**src/rtl/cpu_control_unit_pkg.sv**
```systemverilog
// Shared types for the accumulator CPU control unit.
// Opcodes, ALU ops, sequencer states and the decoded control word.
package cpu_control_unit_pkg;

  localparam int CU_PC_W  = 5;
  localparam int CU_RF_AW = 3;
  localparam int CU_DW    = 8;
  localparam int CU_IW    = 16;

  typedef enum logic [4:0] {
    OP_NOP = 5'b00000,
    OP_LDI = 5'b00001,
    OP_LDR = 5'b00010,
    OP_STR = 5'b00011,
    OP_LDM = 5'b00100,
    OP_STM = 5'b00101,
    OP_JMP = 5'b00110,
    OP_JC  = 5'b00111,
    OP_JZ  = 5'b01000,
    OP_HLT = 5'b01111,
    OP_ADD = 5'b10000,
    OP_SUB = 5'b10001,
    OP_AND = 5'b10010,
    OP_OR  = 5'b10011,
    OP_XOR = 5'b10100,
    OP_NOT = 5'b10101,
    OP_SHL = 5'b10110,
    OP_SHR = 5'b10111
  } opcode_t;

  typedef enum logic [2:0] {
    ALU_ADD,
    ALU_SUB,
    ALU_AND,
    ALU_OR,
    ALU_XOR,
    ALU_NOT,
    ALU_SHL,
    ALU_SHR
  } alu_op_t;

  typedef enum logic [2:0] {
    S_FETCH,
    S_DECODE,
    S_EXECUTE,
    S_MEMWAIT,
    S_HALT
  } ctrl_state_t;

  localparam logic [1:0] ACC_ALU = 2'd0;
  localparam logic [1:0] ACC_RF  = 2'd1;
  localparam logic [1:0] ACC_DM  = 2'd2;
  localparam logic [1:0] ACC_IMM = 2'd3;

  typedef struct packed {
    logic       rf_we;
    logic       acc_ce;
    logic       dm_we;
    logic [1:0] acc_mux;
    alu_op_t    alu_op;
    logic       alu;
    logic       ldm;
    logic       hlt;
    logic       jmp;
    logic       jc;
    logic       jz;
    logic       illegal;
  } ctrl_word_t;

endpackage

```
**src/rtl/cpu_control_unit_if.sv**
```systemverilog
// Program memory / datapath side of the control unit.
// master = sequencer, slave = datapath and program memory.
interface cpu_control_unit_if
  import cpu_control_unit_pkg::*;
#(
  parameter int PC_W  = CU_PC_W,
  parameter int RF_AW = CU_RF_AW,
  parameter int DW    = CU_DW
);

  logic             i_ce;
  logic [CU_IW-1:0] i_instr;
  logic             i_carry;
  logic [DW-1:0]    i_acc;

  logic [PC_W-1:0]  o_pc_addr;
  logic [RF_AW-1:0] o_rf_addr;
  logic             o_rf_we;
  logic             o_acc_ce;
  logic [1:0]       o_acc_mux;
  alu_op_t          o_alu_op;
  logic [DW-1:0]    o_dm_addr;
  logic             o_dm_we;
  logic [DW-1:0]    o_direct_data;
  logic             o_halted;
  logic             o_illegal;

  modport master (
    input  i_ce,
    input  i_instr,
    input  i_carry,
    input  i_acc,
    output o_pc_addr,
    output o_rf_addr,
    output o_rf_we,
    output o_acc_ce,
    output o_acc_mux,
    output o_alu_op,
    output o_dm_addr,
    output o_dm_we,
    output o_direct_data,
    output o_halted,
    output o_illegal
  );

  modport slave (
    output i_ce,
    output i_instr,
    output i_carry,
    output i_acc,
    input  o_pc_addr,
    input  o_rf_addr,
    input  o_rf_we,
    input  o_acc_ce,
    input  o_acc_mux,
    input  o_alu_op,
    input  o_dm_addr,
    input  o_dm_we,
    input  o_direct_data,
    input  o_halted,
    input  o_illegal
  );

endinterface

```
**src/rtl/cpu_decoder.sv**
```systemverilog
// Combinational opcode -> control word decode.
// Strobes here are raw; the sequencer gates them by state.
module cpu_decoder
  import cpu_control_unit_pkg::*;
(
  input  opcode_t    op,
  output ctrl_word_t cw
);

  always_comb begin
    cw         = '0;
    cw.acc_mux = ACC_ALU;
    cw.alu_op  = ALU_ADD;
    unique case (1'b1)
      op[4]: begin
        cw.alu    = 1'b1;
        cw.acc_ce = 1'b1;
        cw.alu_op = alu_op_t'(op[2:0]);
      end
      (op == OP_NOP): begin
      end
      (op == OP_LDI): begin
        cw.acc_ce  = 1'b1;
        cw.acc_mux = ACC_IMM;
      end
      (op == OP_LDR): begin
        cw.acc_ce  = 1'b1;
        cw.acc_mux = ACC_RF;
      end
      (op == OP_STR): begin
        cw.rf_we = 1'b1;
      end
      // load strobe comes one cycle later, in MEMWAIT
      (op == OP_LDM): begin
        cw.ldm     = 1'b1;
        cw.acc_mux = ACC_DM;
      end
      (op == OP_STM): begin
        cw.dm_we = 1'b1;
      end
      (op == OP_JMP): begin
        cw.jmp = 1'b1;
      end
      (op == OP_JC): begin
        cw.jc = 1'b1;
      end
      (op == OP_JZ): begin
        cw.jz = 1'b1;
      end
      (op == OP_HLT): begin
        cw.hlt = 1'b1;
      end
      default: begin
        cw.illegal = 1'b1;
      end
    endcase
  end

endmodule

```
**src/rtl/cpu_control_unit.sv**
```systemverilog
// Multi-cycle sequencer: owns PC, IR and carry flag,
// and emits per-cycle datapath strobes and selects.
module cpu_control_unit
  import cpu_control_unit_pkg::*;
#(
  parameter int PC_W  = CU_PC_W,
  parameter int RF_AW = CU_RF_AW,
  parameter int DW    = CU_DW
) (
  input logic                 i_clk,
  input logic                 i_rst,
  cpu_control_unit_if.master  bus
);

  ctrl_state_t      state_q;
  ctrl_state_t      state_d;
  logic [PC_W-1:0]  pc_q;
  logic [PC_W-1:0]  pc_d;
  logic [CU_IW-1:0] ir_q;
  logic [CU_IW-1:0] ir_d;
  logic             carry_q;
  logic             carry_d;

  opcode_t    op;
  ctrl_word_t cw;
  logic       taken;
  logic       rf_we;
  logic       acc_ce;
  logic       dm_we;
  logic       illegal;

  assign op = opcode_t'(ir_q[15:11]);

  cpu_decoder u_dec (
    .op (op),
    .cw (cw)
  );

  assign taken = cw.jmp
               | (cw.jc & carry_q)
               | (cw.jz & (bus.i_acc == '0));

  always_ff @(posedge i_clk) begin
    if (i_rst) begin
      state_q <= S_FETCH;
      pc_q    <= '0;
      ir_q    <= '0;
      carry_q <= 1'b0;
    end else begin
      state_q <= state_d;
      pc_q    <= pc_d;
      ir_q    <= ir_d;
      carry_q <= carry_d;
    end
  end

  always_comb begin
    state_d = state_q;
    pc_d    = pc_q;
    ir_d    = ir_q;
    carry_d = carry_q;
    rf_we   = 1'b0;
    acc_ce  = 1'b0;
    dm_we   = 1'b0;
    illegal = 1'b0;
    if (bus.i_ce) begin
      unique case (state_q)
        S_FETCH: begin
          state_d = S_DECODE;
        end
        S_DECODE: begin
          ir_d    = bus.i_instr;
          state_d = S_EXECUTE;
        end
        S_EXECUTE: begin
          rf_we   = cw.rf_we;
          acc_ce  = cw.acc_ce;
          dm_we   = cw.dm_we;
          illegal = cw.illegal;
          if (cw.alu) carry_d = bus.i_carry;
          if (cw.hlt) begin
            state_d = S_HALT;
          end else if (cw.ldm) begin
            state_d = S_MEMWAIT;
          end else begin
            state_d = S_FETCH;
            pc_d    = taken ? ir_q[PC_W-1:0]
                            : pc_q + 1'b1;
          end
        end
        S_MEMWAIT: begin
          acc_ce  = 1'b1;
          state_d = S_FETCH;
          pc_d    = pc_q + 1'b1;
        end
        S_HALT: begin
        end
        default: begin
          state_d = S_FETCH;
        end
      endcase
    end
  end

  // reset is synchronous, so strobes must be masked in the reset cycle itself
  assign bus.o_rf_we   = rf_we & ~i_rst;
  assign bus.o_acc_ce  = acc_ce & ~i_rst;
  assign bus.o_dm_we   = dm_we & ~i_rst;
  assign bus.o_illegal = illegal & ~i_rst;

  assign bus.o_pc_addr     = pc_q;
  assign bus.o_rf_addr     = ir_q[8 +: RF_AW];
  assign bus.o_acc_mux     = cw.acc_mux;
  assign bus.o_alu_op      = cw.alu_op;
  assign bus.o_dm_addr     = ir_q[DW-1:0];
  assign bus.o_direct_data = ir_q[DW-1:0];
  assign bus.o_halted      = (state_q == S_HALT);

endmodule

```
**src/flat_wrapper.sv**
```systemverilog
// flat-port wrapper written by rule: the top's interface ports become plain ports
module cpu_control_unit_flat import cpu_control_unit_pkg::*;
#(
  parameter int PC_W  = CU_PC_W,
  parameter int RF_AW = CU_RF_AW,
  parameter int DW    = CU_DW
)
  (i_clk, i_rst, bus_i_ce, bus_i_instr, bus_i_carry, bus_i_acc, bus_o_pc_addr, bus_o_rf_addr, bus_o_rf_we, bus_o_acc_ce, bus_o_acc_mux, bus_o_alu_op, bus_o_dm_addr, bus_o_dm_we, bus_o_direct_data, bus_o_halted, bus_o_illegal);
  cpu_control_unit_if #(.PC_W(PC_W), .RF_AW(RF_AW), .DW(DW)) bus_i ();
  input logic i_clk;
  input logic i_rst;
  input wire logic [$bits(bus_i.i_ce)-1:0] bus_i_ce;
  input wire logic [$bits(bus_i.i_instr)-1:0] bus_i_instr;
  input wire logic [$bits(bus_i.i_carry)-1:0] bus_i_carry;
  input wire logic [$bits(bus_i.i_acc)-1:0] bus_i_acc;
  output wire logic [$bits(bus_i.o_pc_addr)-1:0] bus_o_pc_addr;
  output wire logic [$bits(bus_i.o_rf_addr)-1:0] bus_o_rf_addr;
  output wire logic [$bits(bus_i.o_rf_we)-1:0] bus_o_rf_we;
  output wire logic [$bits(bus_i.o_acc_ce)-1:0] bus_o_acc_ce;
  output wire logic [$bits(bus_i.o_acc_mux)-1:0] bus_o_acc_mux;
  output wire logic [$bits(bus_i.o_alu_op)-1:0] bus_o_alu_op;
  output wire logic [$bits(bus_i.o_dm_addr)-1:0] bus_o_dm_addr;
  output wire logic [$bits(bus_i.o_dm_we)-1:0] bus_o_dm_we;
  output wire logic [$bits(bus_i.o_direct_data)-1:0] bus_o_direct_data;
  output wire logic [$bits(bus_i.o_halted)-1:0] bus_o_halted;
  output wire logic [$bits(bus_i.o_illegal)-1:0] bus_o_illegal;
  assign bus_i.i_ce = bus_i_ce;
  assign bus_i.i_instr = bus_i_instr;
  assign bus_i.i_carry = bus_i_carry;
  assign bus_i.i_acc = bus_i_acc;
  assign bus_o_pc_addr = bus_i.o_pc_addr;
  assign bus_o_rf_addr = bus_i.o_rf_addr;
  assign bus_o_rf_we = bus_i.o_rf_we;
  assign bus_o_acc_ce = bus_i.o_acc_ce;
  assign bus_o_acc_mux = bus_i.o_acc_mux;
  assign bus_o_alu_op = bus_i.o_alu_op;
  assign bus_o_dm_addr = bus_i.o_dm_addr;
  assign bus_o_dm_we = bus_i.o_dm_we;
  assign bus_o_direct_data = bus_i.o_direct_data;
  assign bus_o_halted = bus_i.o_halted;
  assign bus_o_illegal = bus_i.o_illegal;
  cpu_control_unit #(.PC_W(PC_W), .RF_AW(RF_AW), .DW(DW)) u_core (.i_clk(i_clk), .i_rst(i_rst), .bus(bus_i));
endmodule
```
**config.mk**
```make
export PLATFORM = sky130hd
export DESIGN_NAME = cpu_control_unit_flat
export DESIGN_NICKNAME = d
export VERILOG_FILES = /design/src/rtl/cpu_control_unit_pkg.sv /design/src/rtl/cpu_control_unit_if.sv /design/src/rtl/cpu_decoder.sv /design/src/rtl/cpu_control_unit.sv /design/src/flat_wrapper.sv
export SDC_FILE = /design/constraint.sdc
export NUM_CORES = 1
export LEC_CHECK = 0
export BUFFER_PORTS_ARGS = -buffer_cell sky130_fd_sc_hd__buf_4
export CORE_ASPECT_RATIO = 1.5
export CORE_UTILIZATION = 30
export CTS_BUF_LIST = sky130_fd_sc_hd__clkbuf_2
export DETAILED_ROUTE_END_ITERATION = 12
export PLACE_DENSITY = 0.57
export SYNTH_ARGS = -nofsm -noshare
export SYNTH_HDL_FRONTEND = slang
export SYNTH_SLANG_ARGS = --single-unit
```
**constraint.sdc**
```tcl
create_clock -name i_clk -period 2.4 [get_ports i_clk]
set_clock_uncertainty 0.15 [all_clocks]
set_input_delay 0.36 -clock i_clk [delete_from_list [all_inputs] [get_ports i_clk]]
set_output_delay 0.36 -clock i_clk [all_outputs]
set_load 0.01 [all_outputs]
```
Yosys cells after proc, flatten, opt, wreduce, memory -nomap -nowiden
Index checks and enable logic that the tools add are counted.
{"block": "classes", "bitwise": 10, "add_sub_neg": 1, "n_mux": 26, "n_reduce_logical": 10, "n_eq_ne": 15}
{"op": "5-bit by 3-bit == test with 1-bit output (second input constant)", "n": 4}
{"op": "1-bit two-way mux", "n": 16}
{"op": "5-bit two-way mux", "n": 3}
{"op": "3-bit one-hot mux with 4 select lines", "n": 1}
{"op": "11-bit OR reduction", "n": 1}
{"op": "5-bit by 2-bit == test with 1-bit output (second input constant)", "n": 2}
{"op": "5-bit by 4-bit == test with 1-bit output (second input constant)", "n": 2}
{"op": "5-bit one-hot mux with 2 select lines", "n": 1}
{"op": "8-bit zero test", "n": 1}
{"op": "1-bit bitwise AND", "n": 6}
{"op": "3-bit by 2-bit == test with 1-bit output (second input constant)", "n": 2}
{"op": "2-bit one-hot mux with 3 select lines", "n": 1}
{"op": "5-bit by 1-bit adder with 5-bit output (second input constant)", "n": 1}
{"op": "5-bit by 1-bit == test with 1-bit output (second input constant)", "n": 1}
{"op": "5-bit zero test", "n": 1}
{"op": "4-bit two-way mux", "n": 1}
{"op": "2-bit != test (second input constant)", "n": 2}
{"op": "2-bit AND reduction", "n": 2}
{"op": "4-bit AND reduction", "n": 1}
{"op": "3-bit by 1-bit == test with 1-bit output (second input constant)", "n": 1}
{"op": "3-bit == test (second input constant)", "n": 1}
{"op": "3-bit zero test", "n": 1}
{"op": "3-bit two-way mux", "n": 1}
{"op": "3-bit AND reduction", "n": 1}
{"op": "other kinds (6)", "n": 8}
{"block": "totals", "regBits": 25, "output_inout_bits": 34, "wordCells": 66}

Longest topological paths before layout
{"block": "logic_depth", "depth_word": 9, "mapped_depth": 6, "ltp_nobuf": 5}

Hierarchy
From an unflattened synthesis, not the netlist that was laid out.
{"block": "unflattened", "cells_unflattened": 201, "area_unflattened_um2": 1526.5}
{"mod": "cpu_control_unit", "area_per_inst_um2": 1347.5, "cells_each": 175, "instances": 1, "seq_area_each_um2": 500.5}
{"mod": "cpu_decoder", "area_per_inst_um2": 178.9, "cells_each": 26, "instances": 1, "seq_area_each_um2": 0.0}

Worst setup path after synthesis
OpenSTA, ideal clock, no wires.
{"block": "synth_timing", "path_kind": "in2out", "from": "input bus_i_ce", "to": "output bus_o_rf_we", "slack_ps": 292, "t_arrival_ps": 1598, "required_ps": 1890, "cell_stages": 4, "cell_sequence": "nor2b_2 -> nand2_2 -> or4_2 -> nor3b_1"}
{"block": "synth_between", "elab_chain_cells": 2}
{"item": "start, declared", "line": "flat_wrapper.sv:12", "source": "input wire logic [$bits(bus_i.i_ce)-1:0] bus_i_ce;"}
{"item": "1-bit two-way mux", "line": "cpu_control_unit.sv:66", "source": "if (bus.i_ce) begin"}
{"item": "1-bit bitwise AND", "line": "cpu_control_unit.sv:106", "source": "assign bus.o_rf_we = rf_we & ~i_rst;"}
{"item": "end, declared", "line": "flat_wrapper.sv:18", "source": "output wire logic [$bits(bus_i.o_rf_we)-1:0] bus_o_rf_we;"}
Every way passes these cells.

Worst setup path in the final report
{"block": "layout_timing", "from": "register u_core.state_q[2]", "to": "output bus_o_rf_we"}
{"block": "layout_between", "elab_chain_cells": 4}
{"item": "start, declared", "line": "cpu_control_unit.sv:15", "source": "ctrl_state_t state_q;"}
{"item": "start signal, assigned", "line": "cpu_control_unit.sv:50", "source": "state_q <= state_d;"}
{"item": "3-bit by 2-bit == test with 1-bit output", "line": "cpu_control_unit.sv:67", "source": "unique case (state_q)"}
{"item": "1-bit two-way mux", "line": "cpu_control_unit.sv:67"}
{"item": "1-bit two-way mux", "line": "cpu_control_unit.sv:66"}
{"item": "1-bit bitwise AND", "line": "cpu_control_unit.sv:106"}
Every way passes these cells.

==> metrics <==
Max Fanout on Critical Path=3; final period utilization=0.919; Synth area leader=dfxtp_1; NetSw=210 uW; top_reg_cell synth=dfxtp_1; Slew @ Worst Pin=584 ps; final setup fails=0; WHS Path Cells=3; GRT overflow=0; synthesized net count=224; PD cells=399 nW/um2; flops & latches, synth=25; Synth top area share=0.326; status=finished clean; busiest grt layer=met2; final non-filler cell total=296; switching share of power=0.277; Final min period=2210 ps; area delta synth->final=23.9%; synth warn=0; Die Ht=89.6 um; Core ar.=4890 um2; initial antenna violation count=0; initial DRC count=35; GP Congestion=0.805; Synth cell types=42; DP Wirelength=2610 um; combinational power share=0.186; Synth Area per Inst=7.87 um2; antenna cell count=0; Die Width=60.4 um; CP Class=register to primary output; critical path data required time=1890 ps; GR Util met3=0.0115; Cell Area, Synth=1540 um2; pin count of the biggest net entering global routing=28; top post-synthesis cells by area=dfxtp_1 (33%), buf_4 (12%), nand2_1 (9.5%); relative slew slack=0.611; maximum clock rate=453 MHz; Port Buf Inserts=61; Final Hold Fails=0; Remaining DRCs=0; Rows=31; Clock Latency Late Sink=340 ps; met1 usage=0.179; Num CTS Buffers=3; top post-synthesis cells by count=nand2_1 (39), buf_4 (25), dfxtp_1 (25); Slew Limit Fails=0; NumNets Final=260; Root Driver=clkbuf_2; Vias/cell=4.66; CTS Hold Bufs=0; TritonCTS Sinks=25; most common cell in the netlist=nand2_1; CTS max path bufs=2; Cells after DPL=291; met2 GRT Util=0.234; LEAKAGE=0.000753 uW; initial core utilization=0.314; Cell Int Power=548 uW; Final ANT Viol Nets=0; FFs w/ async S/R, synth=0; drt total wl=3520 um; Startpoint Class=register; Fin Hold WS=71.4 ps; Max Cap Viol=0; Reg2Reg Depth=5; critical path capture point type=primary output; Worst IR Drop VDD=0.325 mV; class of the worst hold path=primary input to register; wire per inst=11.9 um; unrepaired setup endpoints after global routing=no; Initial DRT Pass Iterations=4; setup TNS=0 ps; Arr. time, crit path=1700 ps; die area=5410 um2; Reg clk slew, reported paths=230 ps; vias=1380; vias in the first global route=1243; proportion of layout cells with a drive suffix above 1=0.387; clock network power share=0.225; Ports=62; number of synthesized flops with an enable pin=0; first-pass GRT wire length=5750 um; fraction of the yosys area taken by sequential cells=0.326; GRT Util Overall=0.138; htree depth=1; Sequential Power Share=0.589; TritonCTS clock tree=done; cell count after synthesis=195
[metal layers]
metal  vias to the layer above  wire, um
li1                        712         -
met1                       622      1550
met2                        42      1780
met3                         4       149
met4                         0        49
met5                         -         0
[critical path, cell delays in order (launching register included)]
cell	delay, ps
dfxtp_2	390
nor2b_4	120
nand2_2	60
or4_4	490
nor3b_2	160
buf_4	140
[through the flow]
stage,total power [uW],util,cell area (um2),worst slack (ps)
floorplan,542,-,1540,292
global placement,595,0.379,1850,210
detailed placement,595,0.379,1850,204
CTS,774,0.389,1900,1.61
global route,800,0.389,1900,20.9
finish,758,0.389,1900,193
[power groups by stage]
stage	combinational, uW	clock [uW]	sequential [uW]
detailed placement	141	0	454
global route	157	193	450
CTS	143	184	447
floorplan	96.2	0	446
global placement	141	0	453
finish	141	171	446
[layout make-up]
cell class	instances	area, um2
sequential	25	505
inverter	3	11.3
tap	66	82.6
multi-input combinational	130	772
timing repair buffer	68	510
fill	547	2990
clock buffer	4	20.0
[flip-flops by register name, indices dropped and copies added, names as in the netlist]
register	flops
u_core.bus.o_pc_addr	5
u_core.carry_q	1
u_core.ir_q	16
u_core.state_q	3
[worst paths after layout]
path	start	end	slack, ps
worst max-delay path	u_core.state_q[2]	bus_o_rf_we	190
worst min-delay path	bus_i_instr[12]	u_core.ir_q[12]	70
worst max register to register	u_core.ir_q[14]	u_core.bus.o_pc_addr[1]	490
worst min register to register	u_core.ir_q[9]	u_core.ir_q[9]	320
[placed cells by master, fill, tap and decap left out, drive strengths merged, types with 4 or more instances in the layout]
cell type / count
and2: 5
nor4: 5
nand2: 40
a31oi: 4
dfxtp: 25
nand3: 7
clkbuf: 4
nor2: 10
nor3: 6
a21oi: 19
buf: 68
[cell families (layout without fill, tap and decap cells)]
kind of cell               after synthesis  after routing  synth area share
muxes                                    2              2            0.0130
buffers and inverters                   40             75             0.181
adders and majority gates                1              1           0.00815
DFF                                     25             25             0.326
and+or+nand+nor                         91             91             0.306
xor gates and xnor gates                 2              2            0.0114
AOI/OAI and AO/OA                       34             34             0.154
[what timing repair did]
item	4_1_cts	5_1_grt
gates cloned	0	0
endpoints found under the hold margin	0	0
buffers inserted	1	0
gates resized for setup	6	2
endpoints found under the setup margin	2	2
Note: power is estimated with default switching activity, not from simulation.
